--- config.mk ---
export PLATFORM = sky130hd
export DESIGN_NAME = mic_regfile_mem
export DESIGN_NICKNAME = d
export VERILOG_FILES = /design/src/rtl/mic_pkg.sv /design/src/rtl/mic_mem_sequencer.sv /design/src/rtl/mic_regfile_mem.sv
export SDC_FILE = /design/constraint.sdc
export NUM_CORES = 1
export LEC_CHECK = 0
export CORE_ASPECT_RATIO = 0.7
export CORE_MARGIN = 1.5
export CORE_UTILIZATION = 60
export DETAILED_ROUTE_END_ITERATION = 12
export DONT_BUFFER_PORTS = 1
export PLACE_DENSITY_LB_ADDON = 0.12
export SLEW_MARGIN = 30
export SYNTH_ARGS = -nofsm -noshare
export SYNTH_HDL_FRONTEND = slang
export SYNTH_HIERARCHICAL = 1
export SYNTH_SLANG_ARGS = --single-unit
--- constraint.sdc ---
create_clock -name clk -period 7.55 [get_ports clk]
set_input_delay 1.51 -clock clk [delete_from_list [all_inputs] [get_ports clk]]
set_output_delay 1.51 -clock clk [all_outputs]
set_load 0.1 [all_outputs]
--- src/rtl/mic_pkg.sv ---
// Shared constants and types for the MIC register file and its memory sequencer.
package mic_pkg;

   // B-bus select codes
   localparam int unsigned BSelOpc  = 0;
   localparam int unsigned BSelTos  = 1;
   localparam int unsigned BSelCpp  = 2;
   localparam int unsigned BSelLv   = 3;
   localparam int unsigned BSelSp   = 4;
   localparam int unsigned BSelMbr  = 5;
   localparam int unsigned BSelPc   = 6;
   localparam int unsigned BSelMdr  = 7;
   localparam int unsigned BSelMbru = 8;

   // write_c bit indices
   localparam int unsigned WcMar = 0;
   localparam int unsigned WcMdr = 1;
   localparam int unsigned WcPc  = 2;
   localparam int unsigned WcSp  = 3;
   localparam int unsigned WcLv  = 4;
   localparam int unsigned WcCpp = 5;
   localparam int unsigned WcTos = 6;
   localparam int unsigned WcOpc = 7;
   localparam int unsigned WcH   = 8;

   // mem_control bit indices
   localparam int unsigned McFetch = 0;
   localparam int unsigned McRd    = 1;
   localparam int unsigned McWr    = 2;

   typedef enum logic [1:0] {
      StIdle,
      StRd,
      StWr
   } seq_state_e;

endpackage

--- src/rtl/mic_mem_sequencer.sv ---
// Moves one NBITS-wide word over the byte-wide memory port, one byte per cycle,
// little-endian, starting at byte address MAR * BYTES.
module mic_mem_sequencer
   import mic_pkg::*;
#(
   parameter int unsigned NBITS = 32,
   parameter int unsigned WORD  = 8,
   parameter int unsigned KW    = $clog2(NBITS / WORD)
) (
   input  logic             clk,
   input  logic             reset,
   input  logic             rd_req,
   input  logic             wr_req,
   input  logic [NBITS-1:0] mar,
   output logic             busy,
   output logic             we,
   output logic [NBITS-1:0] addr,
   output logic [KW-1:0]    byte_idx,
   output logic             byte_load
);

   localparam int unsigned BYTES = NBITS / WORD;

   seq_state_e       state_q;
   logic [KW-1:0]    k_q;
   logic [NBITS-1:0] base_q;

   // busy and we are registered alongside the state so they are glitch-free
   always_ff @(posedge clk) begin
      if (reset) begin
         state_q <= StIdle;
         k_q     <= '0;
         base_q  <= '0;
         busy    <= 1'b0;
         we      <= 1'b0;
      end else begin
         case (state_q)
            StIdle: begin
               if (rd_req ^ wr_req) begin
                  base_q  <= mar;
                  k_q     <= '0;
                  busy    <= 1'b1;
                  we      <= wr_req;
                  state_q <= rd_req ? StRd : StWr;
               end
            end
            StRd, StWr: begin
               if (k_q == KW'(BYTES - 1)) begin
                  state_q <= StIdle;
                  k_q     <= '0;
                  busy    <= 1'b0;
                  we      <= 1'b0;
               end else begin
                  k_q <= k_q + 1'b1;
               end
            end
            default: begin
               state_q <= StIdle;
               k_q     <= '0;
               busy    <= 1'b0;
               we      <= 1'b0;
            end
         endcase
      end
   end

   assign addr      = (base_q << KW) + NBITS'(k_q);
   assign byte_idx  = k_q;
   assign byte_load = (state_q == StRd);

endmodule

--- src/rtl/mic_regfile_mem.sv ---
// MIC datapath register file with a multi-cycle word sequencer on a byte-wide memory port.
// Define MIC_MBRU_EN to make B code 8 select the zero-extended MBR.
module mic_regfile_mem
   import mic_pkg::*;
#(
   parameter int unsigned NBITS = 32,
   parameter int unsigned WORD  = 8,
   parameter int unsigned B     = 4,
   parameter int unsigned C     = 9
) (
   input  logic             clk,
   input  logic             reset,
   input  logic [NBITS-1:0] c_bus,
   input  logic [C-1:0]     write_c,
   input  logic [B-1:0]     enable_b,
   output logic [NBITS-1:0] b_bus,
   output logic [NBITS-1:0] h_out,
   input  logic [2:0]       mem_control,
   input  logic [WORD-1:0]  mem_in,
   output logic [NBITS-1:0] mem_addr,
   output logic [WORD-1:0]  mem_out,
   output logic             we,
   output logic             busy
);

   localparam int unsigned KW = $clog2(NBITS / WORD);

   logic [NBITS-1:0] mar_q, mdr_q, pc_q, sp_q, lv_q, cpp_q, tos_q, opc_q, h_q;
   logic [WORD-1:0]  mbr_q;

   logic [NBITS-1:0] seq_addr;
   logic [KW-1:0]    byte_idx;
   logic             byte_load;

   mic_mem_sequencer #(
      .NBITS(NBITS),
      .WORD (WORD),
      .KW   (KW)
   ) u_seq (
      .clk      (clk),
      .reset    (reset),
      .rd_req   (mem_control[McRd]),
      .wr_req   (mem_control[McWr]),
      .mar      (mar_q),
      .busy     (busy),
      .we       (we),
      .addr     (seq_addr),
      .byte_idx (byte_idx),
      .byte_load(byte_load)
   );

   always_ff @(posedge clk) begin
      if (reset) begin
         mar_q <= '0;
         mdr_q <= '0;
         pc_q  <= '0;
         sp_q  <= '0;
         lv_q  <= '0;
         cpp_q <= '0;
         tos_q <= '0;
         opc_q <= '0;
         h_q   <= '0;
         mbr_q <= '0;
      end else begin
         if (write_c[WcMar]) mar_q <= c_bus;
         if (write_c[WcPc])  pc_q  <= c_bus;
         if (write_c[WcSp])  sp_q  <= c_bus;
         if (write_c[WcLv])  lv_q  <= c_bus;
         if (write_c[WcCpp]) cpp_q <= c_bus;
         if (write_c[WcTos]) tos_q <= c_bus;
         if (write_c[WcOpc]) opc_q <= c_bus;
         if (write_c[WcH])   h_q   <= c_bus;
         // MDR belongs to the sequencer for the whole transfer; C writes are dropped
         if (byte_load) begin
            mdr_q[byte_idx*WORD +: WORD] <= mem_in;
         end else if (!busy && write_c[WcMdr]) begin
            mdr_q <= c_bus;
         end
         if (!busy && mem_control[McFetch]) mbr_q <= mem_in;
      end
   end

   always_comb begin
      int unsigned sel;
      sel   = 32'(enable_b);
      b_bus = opc_q;
      case (sel)
         BSelOpc:  b_bus = opc_q;
         BSelTos:  b_bus = tos_q;
         BSelCpp:  b_bus = cpp_q;
         BSelLv:   b_bus = lv_q;
         BSelSp:   b_bus = sp_q;
         BSelMbr:  b_bus = {{(NBITS - WORD){mbr_q[WORD-1]}}, mbr_q};
         BSelPc:   b_bus = pc_q;
         BSelMdr:  b_bus = mdr_q;
`ifdef MIC_MBRU_EN
         BSelMbru: b_bus = {{(NBITS - WORD){1'b0}}, mbr_q};
`endif
         default:  b_bus = opc_q;
      endcase
   end

   assign h_out    = h_q;
   assign mem_addr = busy ? seq_addr : pc_q;
   // byte_idx rests at 0 when idle, so this also gives MDR byte 0 in IDLE
   assign mem_out  = mdr_q[byte_idx*WORD +: WORD];

endmodule

# [Yosys cells after proc, flatten, opt, wreduce, memory -nomap -nowiden]
# Cells that the tools add are included.
[word_totals] regBits=330 inputBits=58 out_inout_bits=106 wordCells=59
[classes] addsub=3 n_eq_ne=12 n_shift=3 muxes=17 bitwise_logic=1 n_reduce_logical=8
[ops] op="32-bit one-hot mux with 7 select lines" count=1
[ops] op="32-bit two-way mux" count=3
[ops] op="5-bit negator with 34-bit output" count=1
[ops] op="8-bit by 34-bit variable shift with 32-bit output (first input constant)" count=1
[ops] op="8-bit by 34-bit indexed part select with 32-bit output" count=1
[ops] op="32-bit by 2-bit adder with 32-bit output" count=1
[ops] op="32-bit bitwise mux" count=1
[ops] op="32-bit by 6-bit indexed part select with 8-bit output" count=1
[ops] op="4-bit by 3-bit equality test with 1-bit output (second input constant)" count=4
[ops] op="2-bit two-way mux" count=5
[ops] op="4-bit by 2-bit equality test with 1-bit output (second input constant)" count=2
[ops] op="2-bit one-hot mux with 2 select lines" count=2
[ops] op="2-bit equality test (second input constant)" count=2
[ops] op="4-bit by 1-bit equality test with 1-bit output (second input constant)" count=1
[ops] op="2-bit by 1-bit inequality test with 1-bit output (second input constant)" count=2
[ops] op="1-bit one-hot mux with 2 select lines" count=2
[ops] op="2-bit AND reduction" count=2
[ops] op="1-bit two-way mux" count=3
[ops] op="2-bit by 1-bit adder with 2-bit output (second input constant)" count=1
[ops] op="2-bit by 1-bit equality test with 1-bit output (second input constant)" count=1
[ops] op="1-bit logical AND" count=2
[ops] op="2-bit zero test" count=1
[ops] op="2-bit nonzero test" count=1
[ops] op="2-bit OR reduction" count=1
[ops] op="2 further kinds" count=2

# [Longest topological paths before layout]
# Gate-level depths: netlist of the first run.
[depth] ltp_word=4 ltp_mapped=12

# [Modules after synthesis]
# The synthesis of the first run kept the hierarchy.
[by_module_without_submodules] module="mic_regfile_mem" n_inst=1 cells_per_inst=1510 area_per_inst_um2=14403.8 seq_area_each_um2=5925.7
[by_module_without_submodules] module="mic_mem_sequencer" n_inst=1 cells_per_inst=178 area_per_inst_um2=1522.7 seq_area_each_um2=720.7

# [Worst setup path after synthesis of the first run]
# No wires, ideal clock.
[synth_timing] kind="input port to output port" start="input port enable_b[0]" end="output port b_bus[20]" arrival_ps=3950 t_required_ps=6040 slack_ps=2090 stages=4 cell_sequence="buf_4 -> or4bb_1 -> o311a_1 -> a41oi_1"
[synth_via] elab_chain_len=2 word_cells_on_any_way=8 classes_between="eq/ne (7); mux (1)"
[synth_rtl] element="start: declaration" line_no="mic_regfile_mem.sv:15" rtl="input logic [B-1:0] enable_b,"
[synth_rtl] element="4-bit by 3-bit equality test with 1-bit output, or another cell as far along" line_no="mic_regfile_mem.sv:87" rtl="case (sel)"
[synth_rtl] element="32-bit one-hot mux with 7 select lines *" line_no="mic_regfile_mem.sv:87"
[synth_rtl] element="end: declaration" line_no="mic_regfile_mem.sv:16" rtl="output logic [NBITS-1:0] b_bus,"
# Every way passes the cells marked *; elsewhere a longest branch is shown, timed or not.

# [Final worst setup path of the first run]
[layout_timing] start="input port enable_b[1]" end="output port b_bus[2]"
# Same word-level chain as after synthesis.

==> results of run 1 <==
==> tightest hold or removal path: stages, from the launching register on <==
cell	delay, ns
dfxtp_1	0.31
nand3_1	0.06
a21oi_1	0.05
==> layout make-up <==
class,instances,area share
well taps,357,0.0262
multi-input cells,1142,0.502
repair buffers,39,0.0172
clock inverters,9,0.00477
inverters,6,0.00132
flip-flops and latches,330,0.388
clock buffers,50,0.0607
==> cell usage in the layout, fill, tap and decap left out, types with 3 or more instances in the layout <==
master / count
nor4bb_2: 3
a311oi_1: 31
clkbuf_1: 7
o21ai_1: 39
clkinv_2: 7
o21ai_0: 25
mux2_2: 59
clkbuf_8: 6
mux2_1: 4
mux4_2: 8
mux2_4: 3
nand3_1: 69
and3_1: 6
a31oi_2: 5
nor3b_1: 6
mux2i_1: 263
nand3b_1: 4
and4b_1: 24
a221oi_1: 5
a41oi_2: 25
and3b_1: 56
nand2b_1: 41
dfxtp_1: 328
or2_1: 4
a21oi_1: 68
a211oi_1: 24
buf_4: 39
clkbuf_16: 37
nor2b_1: 4
ha_1: 8
nor2_1: 264
and2_1: 5
nor3_1: 32
nor4bb_1: 23
nand2_1: 4
inv_1: 4
==> worst paths after layout <==
path                                                     start                            to  slack [ns]
worst min-delay path                     mar_q[9]$_SDFFE_PP0P_  u_seq/base_q[9]$_SDFFE_PP0P_        0.47
worst min register to register           mar_q[9]$_SDFFE_PP0P_  u_seq/base_q[9]$_SDFFE_PP0P_        0.47
worst max-delay path                               enable_b[1]                      b_bus[2]        2.94
worst max register to register  u_seq/byte_idx[0]$_SDFFE_PP0P_         mdr_q[6]$_SDFFE_PP0P_        4.90
==> through the flow <==
step	total power, uW	utilization	area [um2]	hold WS (ns)
4_1_cts	4810	0.660	17000	0.470
3_3_place_gp	3120	0.616	15900	0.455
3_5_place_dp	3140	0.617	15900	0.457
2_1_floorplan	3050	-	15900	0.443
6_report	4820	0.661	17100	0.470
5_1_grt	4970	0.661	17100	0.492
==> flip-flops by register name (all words and copies together), names as in the netlist, 2 cells and up <==
register and flops:
cpp_q 32, h_out 32, lv_q 32, mdr_q 32, opc_q 32, pc_q 32, sp_q 32, tos_q 32
mar_q 30, u_seq/base_q 30, mbr_q 8, u_seq/byte_idx 2, u_seq/state_q 2
==> where the power goes <==
part	switching [uW]	internal, uW	total [uW]
combinational	719	316	1030
sequential	207	1880	2090
clock	708	987	1690
total	1630	3180	4820
==> routing by layer <==
layer | GRT usage | up-vias
li1 | - | 5725
met1 | 0.532 | 6127
met2 | 0.428 | 656
met3 | 0.112 | 62
met4 | 0.0864 | 0
met5 | 0 | -
==> metrics.yaml, run 1 <==
place:
  gp_congestion: 0.896
  hpwl_mm: 30.5
  dp_cells: 1874
  io_buffer_count: 0
  dp_slack_ns: 2.76
final_layout:
  finalNonFillerCells: 1933
  syn2layout_area_growth_pct: 7.52
  diodes: 0
  drive_gt1_frac: 0.133
  num-fill-cells: 2083
  multiInputGateArea_um2: 8560
  final_nets: 1620
  ff_latch_area_um2: 6610
drt:
  totalWireLength_mm: 47.4
  wl_per_cell_um: 24.5
  m1WireLength_mm: 22.2
  drtIter0Drc: 1398
  vias: 12570
  viasPerCell: 6.50
  drcViolationCount: 0
  drtPass1Iterations: 8
  antenna_left: 0
  dr_wl_met2_mm: 18.3
  top_layer_used: "met4"
  met3_length_mm: 6.09
pwr:
  peakVddDrop_mv: 0.178
  power.density_nw_per_um2: 282
  leakagePower_uw: 0.00719
timing:
  setup_viol: 0
  period_share: 0.611
  slew_viol_final: 0
  layout_min_cycle_time_ns: 4.61
  timing.fmax_ghz: 0.217
  skew_ns: 0.0223
  setup_slack_ns: 2.94
  relSlewSlack: 0.316
  hold_violations: 0
  rsz0062_at_grt: "false"
  worst_pin_slew_ns: 1.02
  tns_ns: 0
clocking:
  h-tree-depth: 2
  cts.sinks: 330
  cts_buffers: 34
  clk_latency_ns: 0.53
  cts_resized: 0
  postCtsSetupRepairBufs: 0
  root_buffer: "clkbuf_16"
  cts_tree: "done"
  clockBufferDepth: 3
  cts.reportedPaths.clkPinSlew_ns: 0.06
  cts_hold_buffers: 0
global_routing:
  grt_max_degree: 332
  antenna_found_initial: 0
  grt.total_usage: 0.338
  grt_pass1_wl_mm: 71.5
  grt_pass1_vias: 11611
  grt_overflow: 0
worst_setup_path:
  critPathSlowestCell: "o32a_1"
  crit_type: "primary input to primary output"
  cp_num_cells: 3
  worstSetupEndpointType: "primary output"
  crit_buf_inv: 0
  path_cells: "nor3b_1, a221o_1, o32a_1"
  max_stage_delay_ns: 0.83
  r2r_cells: 6
  path_max_fanout: 131
  worst_ep_required_time_ns: 6.04
  start_kind: "primary input"
  crit_arrival_ns: 3.10
  critical-path-top-delay-family: "compound AO/OA/AOI/OAI gates"
logic_synthesis:
  synth.cell_area_um2: 15900
  synth_nets: 1749
  syn_inst: 1682
  ys_warn_count: 6
  synth_area_per_cell_um2: 9.43
floorplanning:
  die_x_um: 197
  die_h_um: 139
  rows: 49
  start_util: 0.614
  dieArea_um2: 27400
  core_um2: 25800
  pin_count: 164
job:
  cap_violations: 0
outcome:
  status: "finished, final reports clean"
worst_hold_path:
  whs_path_depth: 2
  hp-class: "register to register"
(Power assumes the default switching activity.)
==> run 2, diff against run 1 <==
CORE_UTILIZATION = 58   (was 60)
clock period = 4.12 ns   (was 7.55 ns; I/O delays follow)
==> run 2 against run 1 <==
Non-clock buffer count grew 8. Critical endpoint is now b_bus[6]. Sequential power up 85%. Register-to-register slack lost 3.6 ns. Largest cell class unchanged. Global-route usage down 1.1 points. Wire length is 0.13% higher. Combinational power grew 81%. Sequential share of layout area down 0.12 points. Final cell count rose by 0.57%. Critical path type unchanged. Utilization decreased by 2.2 points.
==> metrics.yaml, run 2 (synthesis results as in run 1) <==
clocking:
  clockBufferDepth: 3  # unchanged
  cts_resized: 0  # unchanged
  cts_hold_buffers: 0  # unchanged
  cts_tree: "done"  # unchanged
  cts_buffers: 35  # was 34
  cts.reportedPaths.clkPinSlew_ns: 0.05  # was 0.06 ns
  clk_latency_ns: 0.51  # was 0.53 ns
  cts.sinks: 330  # unchanged
  root_buffer: "clkbuf_16"  # unchanged
  postCtsSetupRepairBufs: 0  # unchanged
  h-tree-depth: 2  # unchanged
worst_hold_path:
  hp-class: "primary input to register"  # was register to register
timing:
  period_share: 0.781
  worst_pin_slew_ns: 1.12  # was 1.02 ns
  hold_violations: 0  # unchanged
  relSlewSlack: 0.254  # was 0.316
  setup_viol: 0  # unchanged
  skew_ns: 0.0113  # was 0.0223 ns
  layout_min_cycle_time_ns: 3.22
  tns_ns: 0  # unchanged
  timing.fmax_ghz: 0.311
  rsz0062_at_grt: "false"  # unchanged
  slew_viol_final: 0  # unchanged
worst_setup_path:
  critPathSlowestCell: "or3_2"  # was o32a_1
  path_common_cell: "buf_4"
  worstSetupEndpointType: "primary output"  # unchanged
  max_stage_delay_ns: 0.78  # was 0.83 ns
  crit_type: "primary input to primary output"  # unchanged
  start_kind: "primary input"  # unchanged
  path_max_fanout: 86  # was 131
  crit_arrival_ns: 2.39  # was 3.10 ns
  worst_ep_required_time_ns: 3.30  # was 6.04 ns
  path_cells: "or3_2, buf_4, a21oi_1, a31oi_2, buf_4"  # was nor3b_1, a221o_1, o32a_1
global_routing:
  grt.total_usage: 0.327  # was 0.338
  grt_max_degree: 332  # unchanged
  grt_overflow: 0  # unchanged
  grt_pass1_wl_mm: 71.3  # was 71.5 mm
  grt_pass1_vias: 11313  # was 11611
  antenna_found_initial: 0  # unchanged
floorplanning:
  start_util: 0.592  # was 0.614
  core_um2: 26800  # was 25800 um2
  die_h_um: 141  # was 139 um
  dieArea_um2: 28400  # was 27400 um2
  rows: 50  # was 49
  pin_count: 164  # unchanged
  die_x_um: 201  # was 197 um
drt:
  totalWireLength_mm: 47.5  # was 47.4 mm
  drtPass1Iterations: 5  # was 8
  viasPerCell: 6.40  # was 6.50
  drcViolationCount: 0  # unchanged
  drtIter0Drc: 1376  # was 1398
  antenna_left: 0  # unchanged
  wl_per_cell_um: 24.4  # was 24.5 um
  vias: 12441  # was 12570
final_layout:
  final_nets: 1629  # was 1620
  diodes: 0  # unchanged
  layout_commonest_cell: "dfxtp_1"  # unchanged
  multiInputGateArea_um2: 8550  # was 8560 um2
  fin_area_um2: 17100  # about the same
  drive_gt1_frac: 0.134  # was 0.133
  syn2layout_area_growth_pct: 7.87  # was 7.52%
  layout_common_cells: "dfxtp_1, nor2_1, mux2i_1"  # unchanged
  ff_latch_area_um2: 6610  # unchanged
  num-fill-cells: 2269  # was 2083
  finalNonFillerCells: 1944  # was 1933
place:
  dp_cells: 1889  # was 1874
  io_buffer_count: 0  # unchanged
  gp_congestion: 0.866  # was 0.896
  hpwl_mm: 30.6  # was 30.5 mm
  place_area_um2: 16000  # was 15900 um2
pwr:
  power.density_nw_per_um2: 514  # was 282 nW/um2
  leakagePower_uw: 0.00722  # was 0.00719 uW
  power_uw: 8800  # was 4820 uW
  peakVddDrop_mv: 0.382  # was 0.178 mV
job:
  cap_violations: 0  # unchanged
outcome:
  status: "finished, final reports clean"  # unchanged
==> run 2: layer usage <==
| layer | wire length [um] | track usage | vias to the layer above |
|---|---|---|---|
| li1 | - | - | 5729 |
| met1 | 23200 | 0.525 | 6054 |
| met2 | 18200 | 0.426 | 616 |
| met3 | 5520 | 0.0889 | 42 |
| met4 | 591 | 0.0578 | 0 |
| met5 | 0 | 0 | - |
==> run 2: cell type report <==
class | count | share of cell area
Multi-Input combinational cell | 1142 | 0.500
Sequential cell | 330 | 0.386
Clock buffer | 48 | 0.0601
Tap cell | 364 | 0.0266
Timing Repair Buffer | 47 | 0.0214
Clock inverter | 7 | 0.00453
Inverter | 6 | 0.00132
==> run 2: through the flow <==
| stage | worst slack, ns | utilization | hold WS [ns] |
|---|---|---|---|
| detailed placement | 0.900 | 0.598 | 0.461 |
| finish | 0.904 | 0.639 | 0.405 |
| floorplan | 0.0325 | - | 0.443 |
| global placement | 0.804 | 0.597 | 0.456 |
| global route | 0.858 | 0.639 | 0.376 |
| CTS | 0.899 | 0.639 | 0.383 |
==> run 2: power by group <==
group | internal, uW | switching [uW] | total, uW
registers | 3450 | 411 | 3860
logic | 587 | 1270 | 1860
clock network | 1800 | 1280 | 3080
total | 5830 | 2960 | 8800
==> run 2: worst paths after layout <==
check / endpoint / from / slack [ns] / cells after the start
worst max register to register: mdr_q[17]$_SDFFE_PP0P_ / u_seq/byte_idx[0]$_SDFFE_PP0P_ / 1.34 / 6
worst min-delay path: mar_q[14]$_SDFFE_PP0P_ / reset / 0.41 / 1
worst min register to register: u_seq/base_q[9]$_SDFFE_PP0P_ / mar_q[9]$_SDFFE_PP0P_ / 0.47 / 2
worst max-delay path: b_bus[6] / enable_b[0] / 0.90 / 5
==> run 2: critical path: cells and delay by family <==
family	cells	cell delay (ns)
AO/OA/AOI/OAI	2	0.25
buffers and inverters	2	0.52
AND/OR/NAND/NOR	1	0.78
